==> src/rtl/bus_decoder.sv <==
// SOL-1 bus address decoder with chip selects and a per-region wait-state FSM.
// Ports: clk, arst (sync, active high), address_bus, mem_io, rd/wr (active low),
//   data_in (config write data); outputs bios_rom_cs, bios_ram_cs, periph_cs
//   (active low, top bit = bios_config), pin_wait (active high), bus_error (pulse).
module bus_decoder #(
    parameter int ADDR_W        = 22,
    parameter int SLOT_W        = 3,
    parameter int WS_W          = 4,
    parameter int ROM_WS_DEF    = 1,
    parameter int RAM_WS_DEF    = 0,
    parameter int PERIPH_WS_DEF = 2
) (
    input  logic                   clk,
    input  logic                   arst,
    input  logic [ADDR_W-1:0]      address_bus,
    input  logic                   mem_io,
    input  logic                   rd,
    input  logic                   wr,
    input  logic [7:0]             data_in,
    output logic                   bios_rom_cs,
    output logic                   bios_ram_cs,
    output logic [2**SLOT_W-1:0]   periph_cs,
    output logic                   pin_wait,
    output logic                   bus_error
);

    localparam int N_PERIPH = 2**SLOT_W;
    localparam int N_WS     = 2 + N_PERIPH;
    localparam int CFG_IDX  = N_WS - 1;

    typedef enum logic [1:0] {IDLE, WAIT, HOLD} state_t;

    state_t state, state_nxt;

    // Sized to the full 4-bit index space so the address nibble can index it
    // directly; reserved entries are never written and stay at zero.
    logic [WS_W-1:0] ws_tbl [16];

    logic                low_space;
    logic                periph_sp;
    logic                rom_sel;
    logic                ram_sel;
    logic [SLOT_W-1:0]   slot;
    logic [N_PERIPH-1:0] slot_sel;
    logic [3:0]          cur_idx;
    logic                mapped;
    logic [WS_W-1:0]     cur_ws;
    logic                access;
    logic                conflict;
    logic                bad;
    logic                start;
    logic                commit;

    logic                strb_hi_q;
    logic [WS_W-1:0]     cnt;
    logic                lat_cfg_wr;
    logic [3:0]          cfg_idx;
    logic [WS_W-1:0]     cfg_data;
    logic                err_q;

    logic                unused_data;
    assign unused_data = ^data_in[7:WS_W];

    assign low_space = ~|address_bus[ADDR_W-1:16];
    assign periph_sp = mem_io & address_bus[15] & (&address_bus[14:7]);
    assign slot      = address_bus[6 -: SLOT_W];
    assign rom_sel   = mem_io & low_space & ~address_bus[15];
    assign ram_sel   = mem_io & low_space & address_bus[15]
                     & ~(&address_bus[14:7]);

    always_comb begin
        slot_sel = '0;
        if (periph_sp)
            slot_sel[slot] = 1'b1;
    end

    assign bios_rom_cs = ~(rom_sel & ~arst);
    assign bios_ram_cs = ~(ram_sel & ~arst);
    assign periph_cs   = ~(slot_sel & {N_PERIPH{~arst}});

    always_comb begin
        cur_idx = '0;
        mapped  = 1'b0;
        unique case (1'b1)
            rom_sel: begin
                cur_idx = 4'd0;
                mapped  = 1'b1;
            end
            ram_sel: begin
                cur_idx = 4'd1;
                mapped  = 1'b1;
            end
            periph_sp: begin
                cur_idx = 4'd2 + 4'(slot);
                mapped  = 1'b1;
            end
            default: begin
                cur_idx = '0;
                mapped  = 1'b0;
            end
        endcase
    end

    assign cur_ws   = mapped ? ws_tbl[cur_idx] : '0;
    assign access   = ~rd | ~wr;
    assign conflict = ~rd & ~wr;
    // With mem_io low nothing is decoded, which is a quiet no-op, not an error.
    assign bad      = mem_io & (~mapped | conflict);
    assign start    = ~arst & (state == IDLE) & access & strb_hi_q;
    assign commit   = (state == HOLD) & ~access & lat_cfg_wr;

    assign pin_wait = ~arst
                    & ((start & ~bad & (cur_ws != '0)) | (state == WAIT));

    always_comb begin
        state_nxt = state;
        unique case (state)
            IDLE: begin
                if (start)
                    state_nxt = (bad || cur_ws == '0) ? HOLD : WAIT;
            end
            WAIT: begin
                if (!access)
                    state_nxt = IDLE;
                else if (cnt == '0)
                    state_nxt = HOLD;
            end
            HOLD: begin
                if (!access)
                    state_nxt = IDLE;
            end
            default: state_nxt = IDLE;
        endcase
    end

    always_ff @(posedge clk) begin
        if (arst) begin
            state      <= IDLE;
            strb_hi_q  <= 1'b0;
            cnt        <= '0;
            lat_cfg_wr <= 1'b0;
            cfg_idx    <= '0;
            cfg_data   <= '0;
            err_q      <= 1'b0;
            bus_error  <= 1'b0;
            for (int i = 0; i < 16; i++) begin
                if (i == 0)
                    ws_tbl[i] <= WS_W'(ROM_WS_DEF);
                else if (i == 1)
                    ws_tbl[i] <= WS_W'(RAM_WS_DEF);
                else if (i < N_WS)
                    ws_tbl[i] <= WS_W'(PERIPH_WS_DEF);
                else
                    ws_tbl[i] <= '0;
            end
        end else begin
            state     <= state_nxt;
            strb_hi_q <= rd & wr;
            // Two-stage so the error pulse lands one cycle after start.
            err_q     <= start & bad;
            bus_error <= err_q;

            if (start) begin
                cnt        <= cur_ws - 1'b1;
                lat_cfg_wr <= ~bad & ~wr & (cur_idx == 4'(CFG_IDX));
            end else if (state == WAIT && cnt != '0) begin
                cnt <= cnt - 1'b1;
            end

            // Track the latest write data; only the value present when
            // the access ends in HOLD is committed.
            if (!wr && (start || state == WAIT || state == HOLD)) begin
                cfg_idx  <= address_bus[3:0];
                cfg_data <= data_in[WS_W-1:0];
            end

            if (commit && int'(cfg_idx) < N_WS)
                ws_tbl[cfg_idx] <= cfg_data;
        end
    end

endmodule

==> config.mk <==
export PLATFORM = sky130hd
export DESIGN_NAME = bus_decoder
export DESIGN_NICKNAME = d
export VERILOG_FILES = /design/src/rtl/bus_decoder.sv
export SDC_FILE = /design/constraint.sdc
export NUM_CORES = 1
export LEC_CHECK = 0
export BUFFER_PORTS_ARGS = -buffer_cell sky130_fd_sc_hd__buf_2
export CAP_MARGIN = 20
export CORE_MARGIN = 3
export CORE_UTILIZATION = 53
export DETAILED_ROUTE_END_ITERATION = 10
export PLACE_DENSITY_LB_ADDON = 0.12
export SYNTH_ARGS = -nofsm -noshare
export SYNTH_HDL_FRONTEND = slang
export SYNTH_SLANG_ARGS = --single-unit
==> constraint.sdc <==
create_clock -name clk -period 2.7 [get_ports clk]
set_clock_uncertainty 0.15 [all_clocks]
set_input_delay 0.135 -clock clk [delete_from_list [all_inputs] [get_ports clk]]
set_output_delay 0.135 -clock clk [all_outputs]
set_load 0.05 [all_outputs]
Word-level counts from Yosys, hierarchy flattened --
Memory sizes are Yosys's and may differ from the RTL's. Index checks and enable logic that the tools add are counted.
Word-level totals: register bits after elaboration 18, bits in latches 0, memory bits (writable) 64, bits in read-only memories 0, bits of input ports 35, output and inout port bits 12, word-level logic and storage cells 100, memories 1
Memories:
- ws_tbl | words 16, bits a word 4, rd ports 1, clocked after memory_dff 0, wr ports 16, RTL line 37 | logic [WS_W-1:0] ws_tbl [16];
Cells by class: add/sub/neg operators 3, multipliers 0, div/mod/pow operators 0, $lt $le $gt $ge 3, eq/ne operators 6, shift-type cells 0, mux-type cells 22, bitwise logic cells 37, reduce and logical (&&, ||, !) cells 20
Operator list (count):
- bitwise AND 1 bit | 22
- two-way mux 4 bit | 5
- two-way mux 2 bit | 5
- inverter 1 bit | 10
- bitwise AND 8 bit | 1
- logical NOT 4 bit | 2
- two-way mux 1 bit | 8
- two-way mux 8 bit | 1
- inverter 8 bit | 1
- one-hot mux 4 bit (2 select lines) | 1
- AND reduction 8 bit | 1
- nonzero test 4 bit | 2
- subtractor 4 x 1 -> 4 bit (second input constant) | 2
- one-hot mux 2 bit (3 select lines) | 1
- OR reduction 6 bit | 1
- adder 2 x 3 -> 4 bit (first input constant) | 1
- == test 4 bit (second input constant) | 1
- logical AND 1 bit | 4
- less-than comparator 3 x 4 -> 1 bit (second input constant) | 1
- less-than comparator 4 bit (second input constant) | 1
- != test 2 bit (second input constant) | 2
- OR reduction 4 bit | 1
- demux 1 bit (select 3 bit) | 1
- greater-or-equal comparator 3 x 1 -> 1 bit (second input constant) | 1
- 10 further kinds | 15

Logic depth before layout (Yosys ltp) --
word-level depth 15, depth in mapped cells 15, mapped depth without buffers 13

Least setup slack after synthesis --
No wires, ideal clock.
path kind input -> output, from in address_bus[5], to out pin_wait, arrival time 2.776 ns, required time 2.415 ns, setup slack -0.361 ns, stages on the path 12, buffers on the path 2, cell sequence clkbuf_1 -> inv_1 -> ha_1 -> clkbuf_1 -> nor2_1 -> a21oi_1 -> a211oi_1 -> a41o_1 -> or3_1 -> nand3_1 -> o211a_1 -> o21bai_1
Between the ends: word-level cells in the longest chain between the ends 8
RTL lines:
- from (decl) | RTL line 15 | input logic [ADDR_W-1:0] address_bus,
- adder 2 x 3 -> 4 bit | RTL line 94 | cur_idx = 4'd2 + 4'(slot);
- one-hot mux 4 bit (2 select lines) | RTL line 84 | unique case (1'b1)
- memory (16 x 4 bit)
- two-way mux 4 bit | RTL line 104 | assign cur_ws = mapped ? ws_tbl[cur_idx] : '0;
- nonzero test 4 bit | RTL line 113 | & ((start & ~bad & (cur_ws != '0)) | (state == WAIT));
- bitwise AND 1 bit | RTL line 113
- bitwise OR 1 bit | RTL line 113
- bitwise AND 1 bit | RTL line 113
- to (decl) | RTL line 23 | output logic pin_wait,
Every way passes these cells.

Worst setup path in the final report --
from in address_bus[18], to out pin_wait
Between the ends: word-level cells in the longest chain between the ends 15, elaborated cells on any way between the ends 20, classes of those cells 3 x mux; 12 x bitwise; 4 x reduce/logical; 1 x memory
RTL lines:
- OR reduction 6 bit (*) | RTL line 64 | assign low_space = ~|address_bus[ADDR_W-1:16];
- logical NOT 1 bit (*) | RTL line 64
- bitwise AND 1 bit (*) | RTL line 67, 68
- parallel branches: the longest is 9 deep, another holds memory (16 x 4 bit)
- bitwise AND 1 bit (*) | RTL line 113
- bitwise OR 1 bit (*) | RTL line 113
- bitwise AND 1 bit (*) | RTL line 113
Mark *: on every way between the ends.

==> metrics.md <==
| Metric | Value |
|---|---|
| Measured slew at the worst slew-check pin | just over 0.6 ns |
| Top cells by area, synth | edfxtp_1, dfxtp_1, and2_1, mux2i_1, nand2_1 |
| Drt pass-1 iters | 5 |
| R2R depth | 10 |
| Failing checks | negative setup slack |
| RD Place Congestion | 0.895 |
| Root Driver | clkbuf_8 |
| HP Class | input port to register |
| DRC | 0 |
| Area grow syn2layout | 25.9% |
| Post-layout minimum cycle time | about 3 ns |
| Ys Warns | 0 |
| Die width | 94.4 um |
| Gate power share | 8.0% |
| EDFF count, synth | 64 |
| Worst setup startpoint | address_bus[18] |
| Iter 0 DRT Violations | approximately 300 |
| Final setup margin | -0.227 ns |
| Max Clk Rate | around 340 MHz |
| ANT cells | 0 |
| Worst r2r src | ws_tbl[13][0]$_SDFFCE_PN0P_ |
| Yosys cell types | between 50 and 60 |
| Detail Placement HPWL | 7130 um |
| Power per cell area | between 400 and 500 mW/mm^2 |
| Net switching power | roughly 0.00059 W |
| Post-route cell area | between 0.005 and 0.006 mm^2 |
| Total core area | around 0.0074 mm^2 |
| Sw Share | a little under a quarter |
| CP Capture Point | pin_wait |
| Post-Syn Area | approximately 0.0041 mm^2 |
| Final Net Count | around 530 |
| Worst vdd rail ir drop | around 0.53 mV |
| R2R setup slack | 0.11 ns |
| Setup violators final | 1 |
| First-pass GRT wire length | 15900 um |
| Hold WS | around 0.035 ns |
| Synth Instances | a little under 400 |
| Pre-CTS setup slack | -0.332 ns |
| CTS Sinks | between 80 and 90 |
| Clk network pwr share | 36.7% |
| Layout cells sized above 1 | about a quarter |
| Site Rows | 31 |
| Clock Path Buffers | 2 |
| Startpoint Class | input port |
| Post-synthesis sequential area ratio | a little under three fifths |
| Die H | around 94 um |
| Io pins | 47 |
| Clk slew on worst S/H paths | 0.08 ns |
| Asr flop ratio synth | 0% |
| Largest net degree at the start of global routing | between 50 and 60 |
| Final antenna-violating net count | 0 |
| Kind of critical path | input port to output port |
| GRT Overall Usage | roughly a quarter |
| Initial Util | between 50% and 60% |
| Rel. slew slack | ~59% |
| RSZ-0062 raised after global routing | yes |
| Worst reg2reg endpoint | state[1]$_SDFFE_PP0P_ |
| IO Port Bufs | 42 |
| Syn Area/Cell | 10.6 um^2 |
| Post-placement cell area | ~0.0048 mm^2 |
| Flops & latches, synth | about 80 |
| Fillers | 561 |
| Top post-synthesis cells by count | edfxtp_1, nand2_1, and2_1, nor2_1, clkbuf_1 |
| Slew Limit Fails | 0 |
| Cell with the most instances after synthesis | edfxtp_1 |
| Int Pwr | approximately 0.0020 W |
| CP endpoint kind | output port |
| Leak | 2.09 nW |
| H-tree lvl count | 3 |
| Final period utilization | 108% |
| CTS buffer count | 9 |
| Routed WL | 10000 um |
| Yosys top cell by area | edfxtp_1 |
| Drt via density | about 5.6 |
| Vias | about 3300 |
| Drt wl/cell | 16.8 um |
| Required @ worst endpoint | ~2.4 ns |
| Vias in the first global route | between 3000 and 4000 |
| TritonCTS clock tree | yes |
| Fin. Hold Viols | 0 |
| Worst-path fanout max | 3 |
| Cells after DPL | roughly 570 |
| Critical Path AT | roughly 2.6 ns |
| Top cell type's share of synthesized area | a little under half |
| Antenna violations before repair | 0 |
| Reg power frac | between 50% and 60% |
| Util after Layout | between 70% and 80% |
| Post-synth top flop | edfxtp_1 |
| Fin cells | just under 600 |
| Outcome | finished, violations left |
| Die area | approximately 0.0089 mm^2 |
| GRT overflow | 0 |
| Max-cap violations | 0 |
| Skew-Pair Late Insertion Delay | approximately 0.36 ns |
==> routing by layer <==
metal	routed length (um)	GRT usage, %	vias to the layer above
met5	0	0	-
li1	-	-	1609
met3	630	3.98	24
met4	254	10.6	0
met2	4750	39.1	116
met1	4380	31.3	1576
==> cell families (layout without fill, tap and decap cells) <==
group                    Yosys count  count (layout)  synth area share, %
AND/OR/NAND/NOR                  183             183                 23.3
flip-flops                        82              82                 55.2
AO/OA/AOI/OAI                     61              61                 11.2
buffers and inverters             36             119                 3.33
multiplexers                      22              22                 5.38
adder cells (fa/ha/maj)            5               5                 1.51
other                              1              24               0.0906
==> repair_timing <==
| action | 4_1_cts | 5_1_grt |
|---|---|---|
| resized for setup | 11 | 13 |
| setup buffers | 1 | 2 |
| hold buffers | 11 | 0 |
| endpoints found under the hold margin | 12 | 0 |
| endpoints found under the setup margin | 3 | 4 |
| pin swaps | 7 | 6 |
==> critical path: stages <==
cell	delay (ns)
buf_6	0.09
or4_4	0.54
buf_6	0.14
a211oi_4	0.26
buf_6	0.16
buf_4	0.11
o211ai_1	0.08
a311oi_1	0.33
a22oi_2	0.09
o221ai_2	0.20
o211a_1	0.22
o21bai_4	0.13
buf_8	0.16
==> state kept, by name (all words and copies together), names as in the netlist <==
signal / cells
ws_tbl: 64
cfg_data: 4
cfg_idx: 4
cnt: 4
state: 2
bus_error: 1
err_q: 1
lat_cfg_wr: 1
strb_hi_q: 1
==> through the flow <==
step           setup TNS (ns)  total power, W
2_1_floorplan               0         0.00157
3_3_place_gp            -1.49         0.00165
3_5_place_dp            -1.56         0.00165
4_1_cts                -0.263         0.00260
5_1_grt                -0.590         0.00269
6_report               -0.227         0.00260
==> area by class of cell <==
type	instances	area, um^2	share of cell area, %
Tap cell	99	124	2.38
Clock inverter	6	82.6	1.59
Sequential cell	82	2280	43.8
Timing Repair Buffer	94	663	12.7
Multi-Input combinational cell	295	1900	36.4
Clock buffer	9	124	2.38
Inverter	10	37.5	0.720
==> worst min-delay path by stage <==
stage	endpoint	startpoint	slack, ns	cells after the start
final	state[0]$_SDFFE_PP0P_	rd	0.04	3
after floorplan	strb_hi_q$_SDFF_PP0_	arst	0.07	1
after detailed placement	strb_hi_q$_SDFF_PP0_	arst	0.20	2
after CTS	state[0]$_SDFFE_PP0P_	rd	0.01	3
after global placement	strb_hi_q$_SDFF_PP0_	arst	0.20	2
after global routing	state[0]$_SDFFE_PP0P_	rd	0.05	3
==> placed cells by master, fill, tap and decap left out, drive strengths merged, types with 10 or more instances in the layout <==
cell type and count:
and3 10, mux2i 20, or2 11, conb 24, dlygate4sd3 11, buf 83, nor2 33, nand4 10
edfxtp 64, a21oi 14, and2 33, nand3 15, dfxtp 18, nand2 36, inv 10
==> power by group through the flow <==
stage	Combinational [W]	Clock, W	Sequential [W]
CTS	0.000202	0.000965	0.00144
global placement	0.000181	0	0.00147
detailed placement	0.000185	0	0.00147
global route	0.000230	0.00102	0.00144
finish	0.000209	0.000955	0.00144
floorplan	0.000116	0	0.00145
No activity file was read; power rests on OpenSTA's default activity.
